--- src/rtl/lsu_pkg.sv ---
// Shared definitions for the load/store unit: funct3 width codes, FSM states
// and the access legality check applied when a request is accepted.
package lsu_pkg;

  localparam logic [2:0] F3_B  = 3'b000;
  localparam logic [2:0] F3_H  = 3'b001;
  localparam logic [2:0] F3_W  = 3'b010;
  localparam logic [2:0] F3_BU = 3'b100;
  localparam logic [2:0] F3_HU = 3'b101;

  typedef enum logic [1:0] {IDLE, RD, WR, DONE} lsu_state_t;

  // The access is rejected if any of these hold: the width code is illegal
  // for the direction, the address is misaligned for the width, or the word
  // index falls outside the memory.
  function automatic logic access_err(input logic        we,
                                      input logic [2:0]  f3,
                                      input logic [31:0] addr,
                                      input int unsigned words);
    logic bad_f3;
    logic misaligned;
    logic out_of_range;
    if (we) bad_f3 = !(f3 inside {F3_B, F3_H, F3_W});
    else    bad_f3 = !(f3 inside {F3_B, F3_H, F3_W, F3_BU, F3_HU});
    case (f3)
      F3_W:       misaligned = (addr[1:0] != 2'b00);
      F3_H, F3_HU: misaligned = addr[0];
      default:    misaligned = 1'b0;
    endcase
    out_of_range = (addr[31:2] >= 30'(words));
    return bad_f3 || misaligned || out_of_range;
  endfunction

endpackage

--- src/rtl/lsu_align.sv ---
// Lane steering between byte/half/word accesses and the word-wide memory:
// load extract with sign/zero extension, and store merge into a read word.
module lsu_align
  import lsu_pkg::*;
(
  input  logic [31:0] ld_word,
  input  logic [31:0] st_word,
  input  logic [31:0] data,
  input  logic [2:0]  funct3,
  input  logic [1:0]  off,
  output logic [31:0] ld_data,
  output logic [31:0] st_merged
);

  logic [7:0]  sel_byte;
  logic [15:0] sel_half;

  // Pick the addressed byte/half out of the read word and extend it.
  always_comb begin
    case (off)
      2'd0:    sel_byte = ld_word[7:0];
      2'd1:    sel_byte = ld_word[15:8];
      2'd2:    sel_byte = ld_word[23:16];
      default: sel_byte = ld_word[31:24];
    endcase
    sel_half = off[1] ? ld_word[31:16] : ld_word[15:0];
    case (funct3)
      F3_B:    ld_data = {{24{sel_byte[7]}}, sel_byte};
      F3_BU:   ld_data = {24'h0, sel_byte};
      F3_H:    ld_data = {{16{sel_half[15]}}, sel_half};
      F3_HU:   ld_data = {16'h0, sel_half};
      default: ld_data = ld_word;
    endcase
  end

  // Replace only the addressed lane of the previously read word; SW passes through.
  always_comb begin
    st_merged = st_word;
    case (funct3)
      F3_B: begin
        case (off)
          2'd0:    st_merged[7:0]   = data[7:0];
          2'd1:    st_merged[15:8]  = data[7:0];
          2'd2:    st_merged[23:16] = data[7:0];
          default: st_merged[31:24] = data[7:0];
        endcase
      end
      F3_H: begin
        if (off[1]) st_merged[31:16] = data[15:0];
        else        st_merged[15:0]  = data[15:0];
      end
      default: st_merged = data;
    endcase
  end

endmodule

--- src/rtl/lsu_mem_ctrl.sv ---
// Load/store initiator between the MEM stage and a word-wide data memory.
//
//   state | meaning
//   IDLE  | ready for a request; legality checked on accept
//   RD    | memory word read (load result, or old word for SB/SH)
//   WR    | memory write of full word or merged word
//   DONE  | one-cycle response, back to IDLE
module lsu_mem_ctrl
  import lsu_pkg::*;
#(
  parameter int unsigned MEM_WORDS = 64
) (
  input  logic        clk,
  input  logic        reset,
  input  logic        req_valid,
  output logic        req_ready,
  input  logic        req_we,
  input  logic [2:0]  req_funct3,
  input  logic [31:0] req_addr,
  input  logic [31:0] req_wdata,
  output logic        resp_valid,
  output logic        resp_err,
  output logic [31:0] resp_rdata,
  output logic [31:0] mem_a,
  output logic        mem_we,
  output logic [31:0] mem_wd,
  input  logic [31:0] mem_rd
);

  lsu_state_t  state;
  logic        we_q;
  logic [2:0]  funct3_q;
  logic [31:0] addr_q;
  logic [31:0] wdata_q;
  logic [31:0] word_q;
  logic [31:0] ld_data;
  logic [31:0] st_merged;

  lsu_align u_align (
    .ld_word   (mem_rd),
    .st_word   (word_q),
    .data      (wdata_q),
    .funct3    (funct3_q),
    .off       (addr_q[1:0]),
    .ld_data   (ld_data),
    .st_merged (st_merged)
  );

  assign req_ready = (state == IDLE);

  // Memory port is driven only in RD/WR so that an async reset drops it at once.
  always_comb begin
    mem_a  = 32'h0;
    mem_we = 1'b0;
    mem_wd = 32'h0;
    if (state == RD || state == WR) mem_a = {addr_q[31:2], 2'b00};
    if (state == WR) begin
      mem_we = 1'b1;
      mem_wd = st_merged;
    end
  end

  // Sequencer: request capture, read/modify/write steps and response registers.
  always_ff @(posedge clk or posedge reset) begin
    if (reset) begin
      state      <= IDLE;
      we_q       <= 1'b0;
      funct3_q   <= 3'b000;
      addr_q     <= 32'h0;
      wdata_q    <= 32'h0;
      word_q     <= 32'h0;
      resp_valid <= 1'b0;
      resp_err   <= 1'b0;
      resp_rdata <= 32'h0;
    end else begin
      case (state)
        IDLE: begin
          if (req_valid) begin
            we_q     <= req_we;
            funct3_q <= req_funct3;
            addr_q   <= req_addr;
            wdata_q  <= req_wdata;
            if (access_err(req_we, req_funct3, req_addr, MEM_WORDS)) begin
              state      <= DONE;
              resp_valid <= 1'b1;
              resp_err   <= 1'b1;
            end else if (req_we && req_funct3 == F3_W) begin
              state <= WR;
            end else begin
              state <= RD;
            end
          end
        end
        RD: begin
          if (we_q) begin
            word_q <= mem_rd;
            state  <= WR;
          end else begin
            resp_rdata <= ld_data;
            resp_valid <= 1'b1;
            resp_err   <= 1'b0;
            state      <= DONE;
          end
        end
        WR: begin
          resp_valid <= 1'b1;
          resp_err   <= 1'b0;
          state      <= DONE;
        end
        default: begin
          resp_valid <= 1'b0;
          resp_err   <= 1'b0;
          state      <= IDLE;
        end
      endcase
    end
  end

endmodule

--- config.mk ---
export PLATFORM = sky130hd
export DESIGN_NAME = lsu_mem_ctrl
export DESIGN_NICKNAME = d
export VERILOG_FILES = /design/src/rtl/lsu_pkg.sv /design/src/rtl/lsu_align.sv /design/src/rtl/lsu_mem_ctrl.sv
export SDC_FILE = /design/constraint.sdc
export NUM_CORES = 1
export LEC_CHECK = 0
export BUFFER_PORTS_ARGS = -buffer_cell sky130_fd_sc_hd__buf_2
export CAP_MARGIN = 20
export CORE_MARGIN = 5
export CORE_UTILIZATION = 25
export CTS_CLUSTER_SIZE = 40
export DETAILED_ROUTE_END_ITERATION = 8
export GPL_ROUTABILITY_DRIVEN = 0
export HOLD_SLACK_MARGIN = 0.02
export SLEW_MARGIN = 20
export SYNTH_ARGS = -nofsm -noshare
export SYNTH_HDL_FRONTEND = slang
export SYNTH_HIERARCHICAL = 1
export SYNTH_SLANG_ARGS = --single-unit
--- constraint.sdc ---
create_clock -name clk -period 4.01 [get_ports clk]
set_input_delay 0.6015 -clock clk [delete_from_list [all_inputs] [get_ports clk]]
set_output_delay 0.6015 -clock clk [all_outputs]
set_load 0.01 [all_outputs]
After elaboration in Yosys (flattened, before gate mapping) --
Index checks and enable logic that the tools add are counted.
Word-level totals: register bits after elaboration 136, bits of input ports 103, output and inout port bits 100
Cells by class: order comparisons 1, eq/ne operators 14, mux-type cells 30, bitwise gates (word level) 1, reductions and logical operators 19
Operators by type and width (count):
- one-hot mux 32 bit (4 select lines) | 1
- two-way mux 32 bit | 2
- one-hot mux 32 bit (2 select lines) | 1
- two-way mux 16 bit | 3
- two-way mux 8 bit | 4
- >= comparator 30 x 7 -> 1 bit, second input constant | 1
- one-hot mux 8 bit (3 select lines) | 1
- equality test 3 bit, second input constant | 4
- two-way mux 1 bit | 11
- equality test 3 x 1 -> 1 bit, second input constant | 2
- logical NOT 3 bit | 2
- two-way mux 2 bit | 3
- one-hot mux 2 bit (3 select lines) | 1
- AND reduction 2 bit | 3
- nonzero test 5 bit | 1
- equality test 2 x 1 -> 1 bit, second input constant | 2
- equality test 2 bit, second input constant | 2
- logical NOT 2 bit | 2
- inequality test 2 bit, second input constant | 2
- one-hot mux 1 bit (2 select lines) | 2
- equality test 3 x 2 -> 1 bit, second input constant | 1
- logical OR 1 bit | 3
- one-hot mux 1 bit (3 select lines) | 1
- AND reduction 3 bit | 1
- 8 further kinds | 9

Longest topological paths before layout --
Gate-level depths: netlist (run 1).
depth in word-level cells 11, depth in mapped cells 7, mapped depth without buffers 6

Hierarchy --
Netlist (run 1), hierarchy kept.
By module, submodules not included:
- lsu_mem_ctrl | instances 1, cells each 405, area an instance 5745.5 um^2, sequential area each 3403.3 um^2
- lsu_align | instances 1, cells each 249, area an instance 1616.6 um^2, sequential area each 0.0 um^2

Worst setup path before layout (run 1) --
OpenSTA, ideal clock, no wires.
path type register to output, start point register addr_q[1], end point output mem_wd[0], arrival 1637 ps, slack 1771 ps, stages on the path, launching flop included 6, buffers on the path 2, cells stage by stage dfrtp_1 -> buf_4 -> buf_2 -> o21ai_2 -> mux2_2 -> and2_1
Between the ends: longest elaborated chain between the ends 4, elaborated cells between the ends (all ways) 5, classes of those cells 4 x mux; 1 x reduce/logical
Ends and longest elaborated chain:
- start: declaration | line lsu_mem_ctrl.sv:33 | logic [31:0] addr_q;
- start signal: assignment | line lsu_mem_ctrl.sv:81 | addr_q <= req_addr;
- logical NOT 2 bit | line lsu_align.sv:41 | case (off)
- two-way mux 8 bit | line lsu_align.sv:41
- one-hot mux 32 bit (2 select lines) (*) | line lsu_align.sv:39 | case (funct3)
- net st_merged[0] | line lsu_mem_ctrl.sv:37 | logic [31:0] st_merged;
- two-way mux 32 bit (*) | line lsu_mem_ctrl.sv:57 | if (state == WR) begin
- end: declaration | line lsu_mem_ctrl.sv:26 | output logic [31:0] mem_wd,
Mark *: on every way through the listed nets, which the timed path passes. The rest lies on a longest branch.

Final worst setup path (run 1) --
start point register funct3_q[0], end point output mem_wd[3]
Between the ends: longest elaborated chain between the ends 3, elaborated cells between the ends (all ways) 4, classes of those cells 1 x eq/ne; 2 x mux; 1 x reduce/logical
Ends and longest elaborated chain:
- start: declaration | line lsu_mem_ctrl.sv:32 | logic [2:0] funct3_q;
- start signal: assignment | line lsu_mem_ctrl.sv:80 | funct3_q <= req_funct3;
- equality test 3 x 1 -> 1 bit or logical NOT 3 bit (tied branches) | line lsu_align.sv:39
- one-hot mux 32 bit (2 select lines) (*) | line lsu_align.sv:39
- net st_merged[3] | line lsu_mem_ctrl.sv:37
- two-way mux 32 bit (*) | line lsu_mem_ctrl.sv:57
Marked as above.

==> metrics.md, run 1 <==
| Metric | Value |
|---|---|
| Final core occ | `32.28%` |
| Status | `completed` |
| Fmax | `311.5 MHz` |
| Clock Skew | `0.01069 ns` |
| DRT iter0 DRCs | `401` |
| Comb power frac | `49.4%` |
| Power Density | `885.6 nW/um2` |
| GR Overflow Total | `0` |
| Largest net degree at the start of global routing | `71` |
| Vias | `5928` |
| Least-Margin Pin Slew | `1.024 ns` |
| Post-CTS Setup Inserts | `0` |
| Routed wire length per instance | `19.81 um` |
| Post-synth EDFFs | `0` |
| Post-layout min period | `3.211 ns` |
| Port bufs | `200` |
| Max Cap Viol | `0` |
| Ys async rst share | `100.0%` |
| CTS Buf Count | `17` |
| Clock share of power | `18.4%` |
| Net Sw Frac | `39.24%` |
| CTS tree | `yes` |
| Sequential Area | `3403 um2` |
| Setup Viol. Count Final | `0` |
| RSZ-0062 raised after global routing | `no` |
| DRT Pass-1 Iters | `5` |
| Initial cell density of the core | `25.51%` |
| Int Pwr | `5012 uW` |
| Synth cell types | `49` |
| Worst-path clk slew | `0.06 ns` |
| Root Driver | `clkbuf_16` |
| DP Cell Count | `1201` |
| Crit path required time | `3.41 ns` |
| Nets | `945` |
| YS warnings | `6` |
| Post-route cell area | `9314 um2` |
| # resized after CTS | `0` |
| Critical Path End Type | `primary output` |
| Fraction of layout instances using a drive strength above 1 | `47.88%` |
| DR DRC count | `0` |
| # H-tree levels | `4` |
| Routed Antenna Nets | `0` |
| Ys flop type | `dfrtp_1` |
| CORE AREA | `28860 um2` |
| First-pass GRT wire length | `37100 um` |
| Critical Path Fanout Max | `19` |
| Worst-Skew Late Latency | `0.42 ns` |
| Die height | `181.6 um` |
| Synth-to-layout area growth | `26.51%` |
| Sequential share of power | `32.1%` |
| Row cnt | `62` |
| Final cycle utilization of the critical path | `80.07%` |
| Final hold viol count | `0` |
| Commonest non-fill, non-tap cell in the layout | `buf_2` |
| Detailed Route WL | `24440 um` |
| Total GRT Usage | `14.51%` |
| Area occupied by multi-input gates | `3706 um2` |
| Post-synthesis cell count | `654` |
| Antenna violations before repair | `4` |
| Fin. max-slew vios | `0` |
| Type of the worst min-delay path | `input pin to async pin` |
| Die width | `181.6 um` |
| Layout Cells excl Fill | `1234` |
| Worst slew margin | `31.47%` |
| Sequential share of the synthesized area | `46.23%` |
| Setup crit start kind | `register` |
| Commonest non-fill, non-tap cells in the layout | `buf_2 (200), mux2_2 (141), dfrtp_1 (136)` |
| WS Path Type | `register to primary output` |
| Max IR drop VDD | `373.6 uV` |
| Syn Area/Cell | `11.26 um2` |
| DP Area | `8727 um2` |
| Clock Tree Buf Depth | `2` |
| Filler instances | `3004` |
| CTS Sinks | `136` |
| N_diodes | `0` |
| Cell Area, Synth | `7362 um2` |
| Die ar. | `32980 um2` |
| Setup TNS | `0 ns` |
| IO Count | `203` |
| Hold_buf cts | `0` |
| Pleak | `0.004271 uW` |
| Via/cell ratio | `4.804` |
| Post-DP HPWL | `18280 um` |
| Crit path DAT | `2.61 ns` |
| Net Switching | `3236 uW` |
| Vias in the first global route | `6174` |
| Seq cells post-synth | `136` |
==> power groups by stage <==
stage                     clock (uW)  combinational, uW  sequential [uW]
final                           1520               4080             2650
after global routing            1630               4480             2730
after CTS                       1560               4130             2650
after detailed placement           0               4110             2660
after global placement             0               4060             2640
after floorplan                    0               2870             2480
==> routing by layer <==
metal  global-route usage [%]  share of wire (%)  up-vias
met1                    18.43                 42     2939
met3                    5.122                8.9       26
met2                    23.69                 48      252
li1                         -                  -     2703
met4                    3.542                1.2        8
met5                        0               0.17        -
==> cells in the mapped netlist, types with 2 or more instances <==
cell / instances / area [um2]
a22o_1: 8 / 70.07
a22oi_1: 2 / 15.01
nor4b_1: 2 / 17.52
clkbuf_1: 19 / 71.32
ha_1: 5 / 62.56
or2_2: 9 / 56.30
nand2_1: 42 / 157.7
nand3_1: 34 / 170.2
buf_4: 6 / 45.04
a31oi_1: 10 / 62.56
mux2i_1: 2 / 20.02
o22a_1: 2 / 17.52
nor4_1: 6 / 37.54
a21oi_1: 15 / 75.07
o21a_1: 2 / 15.01
and2_1: 63 / 394.1
dfrtp_1: 136 / 3403
a211oi_1: 2 / 15.01
o311a_1: 8 / 80.08
a211o_1: 2 / 17.52
nor2b_1: 6 / 37.54
mux2_2: 141 / 1588
nor2_1: 23 / 86.33
nand3b_1: 6 / 45.04
and3_1: 2 / 12.51
buf_2: 21 / 105.1
a21o_1: 7 / 52.55
inv_1: 5 / 18.77
o21bai_1: 9 / 67.56
mux4_2: 8 / 180.2
o21ai_0: 19 / 95.09
buf_1: 4 / 15.01
nand2b_1: 5 / 31.28
a221o_1: 8 / 80.08
==> final timing paths <==
path                                    startpoint                    endpoint  slack (ns)  depth (start not counted)
setup reg to reg             addr_q[0]$_DFFE_PP0P_  resp_rdata[28]$_DFFE_PP0P_        1.42                          5
hold reg to reg             addr_q[14]$_DFFE_PP0P_      addr_q[14]$_DFFE_PP0P_        0.50                          1
min in group clk                      req_wdata[7]      wdata_q[7]$_DFFE_PP0P_        0.41                          2
setup / recovery           funct3_q[0]$_DFFE_PP0P_                   mem_wd[3]        0.80                          5
hold / removal                               reset     wdata_q[29]$_DFFE_PP0P_        0.25                          2
max in group asynchronous                    reset  resp_rdata[19]$_DFFE_PP0P_        2.79                          4
==> per-stage QoR <==
step	hold WS [ns]	setup WS, ns	power [uW]
after CTS	0.3883	0.7618	8334
after global routing	0.2882	0.5965	8836
after detailed placement	0.4762	1.235	6770
after floorplan	0.4712	1.715	5349
after global placement	0.4639	1.287	6705
final	0.2519	0.7992	8248
==> cell families after synthesis <==
kind of cell | synth area share (%)
AO/OA/AOI/OAI | 10.01
AND/OR/NAND/NOR | 14.96
adder cells (fa/ha/maj) | 0.8498
buffers and inverters | 3.620
multiplexers | 24.29
other | 0.05094
flip-flops | 46.23
==> layout make-up <==
type / count / area share (%)
Tap cell: 384 / 5.159
Timing Repair Buffer: 214 / 12.26
Multi-Input combinational cell: 463 / 39.79
Sequential cell: 136 / 36.54
Inverter: 5 / 0.2418
Clock buffer: 24 / 4.957
Clock inverter: 8 / 1.048
==> state kept, by name, indices dropped and copies added (netlist names) <==
| register | count |
|---|---|
| addr_q | 32 |
| funct3_q | 3 |
| resp_err | 1 |
| resp_rdata | 32 |
| resp_valid | 1 |
| state | 2 |
| wdata_q | 32 |
| we_q | 1 |
| word_q | 32 |
==> critical path, cell delays in order (launching register included) <==
cell and delay (ns):
dfrtp_1 0.78, nor2b_1 0.29, o21ai_2 0.44, mux2_2 0.39, and2_1 0.15, buf_2 0.13
No activity file was read; power rests on OpenSTA's default activity.
==> run 2, diff against run 1 <==
Settings changed: ABC_AREA set to 1.
Clock period 4.01 ns to 3.15 ns, I/O delays scaled along.
==> run 2 against run 1 <==
Flip-flop and latch count is the same. Hold slack lost 0.090 ns. Sequential power is 25% higher. Register-to-register slack got worse by 0.59 ns. Final area grew 5.6%. Routed wire length grew 13%. Non-clock buffer count is 1 higher. Global-route usage up 1.2 points. Clock skew shrank 0.0014 ns. Via count is 24% higher. Largest cell class unchanged.
==> metrics.md, run 2 <==
| Metric | Value |
|---|---|
| Crit-path leading delay family | `simple AND/OR/NAND/NOR gates` |
| Max Cap Viol | `0 (unchanged)` |
| Ys flop type | `dfrtp_1` |
| Least-Margin Pin Slew | `0.9909 ns (-0.03346 ns)` |
| CTS tree | `yes` |
| Layout Cells excl Fill | `1569 (+27%)` |
| Commonest non-fill, non-tap cells in the layout | `nand2_1 (339), buf_2 (200), dfrtp_1 (136)` |
| Final cycle utilization of the critical path | `88.68%` |
| Power Density | `1125 nW/um2 (+27%)` |
| Filler instances | `3411 (+14%)` |
| Worst slew margin | `33.94% (+2.5 points)` |
| Area occupied by multi-input gates | `3746 um2 (+1.1%)` |
| Fmax | `358.0 MHz` |
| CORE AREA | `31390 um2 (+8.8%)` |
| Slowest stage delay, CP | `0.44 ns (-0.34 ns)` |
| Crit path buffers/inverters | `3 (+2)` |
| DP Area | `9223 um2 (+5.7%)` |
| # resized after CTS | `0 (unchanged)` |
| Crit-path cells | `buf_4 -> nand2_1 -> o211ai_1 -> nand3_1 -> nand2_1 -> inv_1 -> buf_2` |
| Crit path DAT | `2.32 ns (-0.29 ns)` |
| CTS Buf Count | `17 (unchanged)` |
| RSZ-0062 raised after global routing | `no` |
| DR DRC count | `0 (unchanged)` |
| Via/cell ratio | `4.677 (-2.6%)` |
| Seq cells post-synth | `136 (unchanged)` |
| Die width | `187.8 um (+3.4%)` |
| Commonest non-fill, non-tap cell in the layout | `nand2_1` |
| Worst-Skew Late Latency | `0.44 ns (+0.02 ns)` |
| Vias | `7338 (+24%)` |
| CTS Sinks | `136 (unchanged)` |
| Nets | `1262 (+34%)` |
| WS Path Type | `register to primary output` |
| Final hold viol count | `0 (unchanged)` |
| Clock Tree Buf Depth | `2 (unchanged)` |
| Post-route cell area | `9834 um2 (+5.6%)` |
| DRT Pass-1 Iters | `6 (+1)` |
| Tot Pwr | `11060 uW (+34%)` |
| Setup TNS | `0 ns (unchanged)` |
| Critical Path End Type | `primary output` |
| YS warnings | `6 (unchanged)` |
| DP Cell Count | `1537 (+28%)` |
| Setup Viol. Count Final | `0 (unchanged)` |
| Fraction of layout instances using a drive strength above 1 | `31.19% (-17 points)` |
| Post-CTS Setup Inserts | `0 (unchanged)` |
| DRT iter0 DRCs | `536 (+34%)` |
| # H-tree levels | `4 (unchanged)` |
| Fin. max-slew vios | `0 (unchanged)` |
| Antenna violations before repair | `2 (-2)` |
| Final core occ | `31.33% (-0.95 points)` |
| Die ar. | `35270 um2 (+6.9%)` |
| Detailed Route WL | `27710 um (+13%)` |
| Status | `completed` |
| Synth-to-layout area growth | `24.45%` |
| Ys async rst share | `100.0% (unchanged)` |
| Total GRT Usage | `15.67% (+1.2 points)` |
| Ranking of synthesized cells by area | `dfrtp_1 (43%), nand2_1 (16%), mux2_2 (13%)` |
| Type of the worst min-delay path | `input pin to async pin` |
| IO Count | `203 (unchanged)` |
| Post-layout min period | `2.793 ns` |
| Hold_buf cts | `0 (unchanged)` |
| Synth cell types | `29 (-41%)` |
| Largest net degree at the start of global routing | `73 (+2.8%)` |
| Sequential Area | `3403 um2 (unchanged)` |
| Crit path required time | `2.68 ns (-0.73 ns)` |
| Synth area leader | `dfrtp_1` |
| Worst-path clk slew | `0.06 ns (about the same)` |
| Worst path most repeated cell | `nand2_1` |
| Most used standard cell by instance count after synthesis | `nand2_1` |
| Initial cell density of the core | `25.17% (-0.34 points)` |
| Port bufs | `200 (unchanged)` |
| Die height | `187.8 um (+3.4%)` |
| GR Overflow Total | `0 (unchanged)` |
| Sequential share of the synthesized area | `43.07% (-3.2 points)` |
| Clock Skew | `0.009275 ns (-0.001413 ns)` |
| Post-synth EDFFs | `0 (unchanged)` |
| Setup crit start kind | `register` |
| Post-synthesis cell count | `977 (+49%)` |
| Row cnt | `65 (+4.8%)` |
| Crit-path slowest cell | `nand2_1` |
| Cell Area, Synth | `7903 um2 (+7.3%)` |
| Pleak | `0.005418 uW (+27%)` |
| Syn Area/Cell | `8.089 um2 (-28%)` |
| Post-DP HPWL | `20780 um (+14%)` |
| Max IR drop VDD | `522.0 uV (+40%)` |
| Root Driver | `clkbuf_16` |
| Synth top cells by count | `nand2_1 (339), dfrtp_1 (136), inv_1 (109)` |
| Yosys top cell area share | `43.07% (-3.2 points)` |
| Routed Antenna Nets | `0 (unchanged)` |
| N_diodes | `0 (unchanged)` |
| Routed wire length per instance | `17.66 um (-11%)` |
| Critical Path Fanout Max | `40 (+21)` |
| First-pass GRT wire length | `42850 um (+15%)` |
| Vias in the first global route | `7311 (+18%)` |
## run 2: logic make-up (layout without fill, tap and decap cells)
group,count (synthesis),after routing,share of synthesized area [%]
fa+ha+maj,5,5,0.7916
compound gates,92,92,7.853
buf+inv,172,361,9.579
simple gates,475,475,24.75
mux,96,96,13.92
other cells,1,2,0.04745
flops,136,136,43.07
## run 2: path summary, 6_finish.rpt
| check | slack (ns) | startpoint | end | cells after the start |
|---|---|---|---|---|
| max in group asynchronous | 2.19 | reset | word_q[9]$_DFFE_PP0P_ | 3 |
| worst max register to register | 0.83 | addr_q[1]$_DFFE_PP0P_ | resp_rdata[8]$_DFFE_PP0P_ | 8 |
| worst min-delay path | 0.16 | reset | addr_q[10]$_DFFE_PP0P_ | 2 |
| worst max-delay path | 0.36 | addr_q[1]$_DFFE_PP0P_ | mem_wd[19] | 7 |
| worst min register to register | 0.46 | resp_rdata[17]$_DFFE_PP0P_ | resp_rdata[17]$_DFFE_PP0P_ | 2 |
| min in group clk | 0.26 | req_wdata[23] | wdata_q[23]$_DFFE_PP0P_ | 2 |
## run 2: per-stage QoR
stage / worst slack, ns / hold WS, ns
after detailed placement: 0.8214 / 0.4538
final: 0.3567 / 0.1623
after global placement: 0.8605 / 0.4507
after CTS: 0.3432 / 0.1825
after global routing: 0.1260 / 0.2164
after floorplan: 0.9844 / 0.4478
## run 2: report_power, final
part           leakage, uW  internal [uW]  switching, uW
combinational      0.00349           2260           3360
clock             0.000297           1270            852
sequential         0.00163           2630            695
total              0.00542           6150           4910
## run 2: metal layers
| layer | global-route usage (%) | vias to the layer above | share of wire (%) | routed length (um) |
|---|---|---|---|---|
| li1 | - | 3501 | - | - |
| met3 | 5.678 | 42 | 9.0 | 2488 |
| met1 | 20.06 | 3472 | 42 | 11640 |
| met2 | 24.66 | 319 | 47 | 12920 |
| met4 | 5.223 | 4 | 2.3 | 624 |
| met5 | 0 | - | 0.097 | 27 |
## run 2: worst reg2reg max path: cells and delay by family (launching register included)
family | cells | cell delay [ns]
buffers and inverters | 1 | 0.22
flip-flops | 1 | 0.41
AND/OR/NAND/NOR | 7 | 1.63
## run 2: area by class of cell
cell class / instances / area share, %
Multi-Input combinational cell: 670 / 38.09
Sequential cell: 136 / 34.61
Tap cell: 402 / 5.115
Clock buffer: 18 / 4.466
Timing Repair Buffer: 215 / 11.58
Clock inverter: 14 / 1.756
Inverter: 114 / 4.389
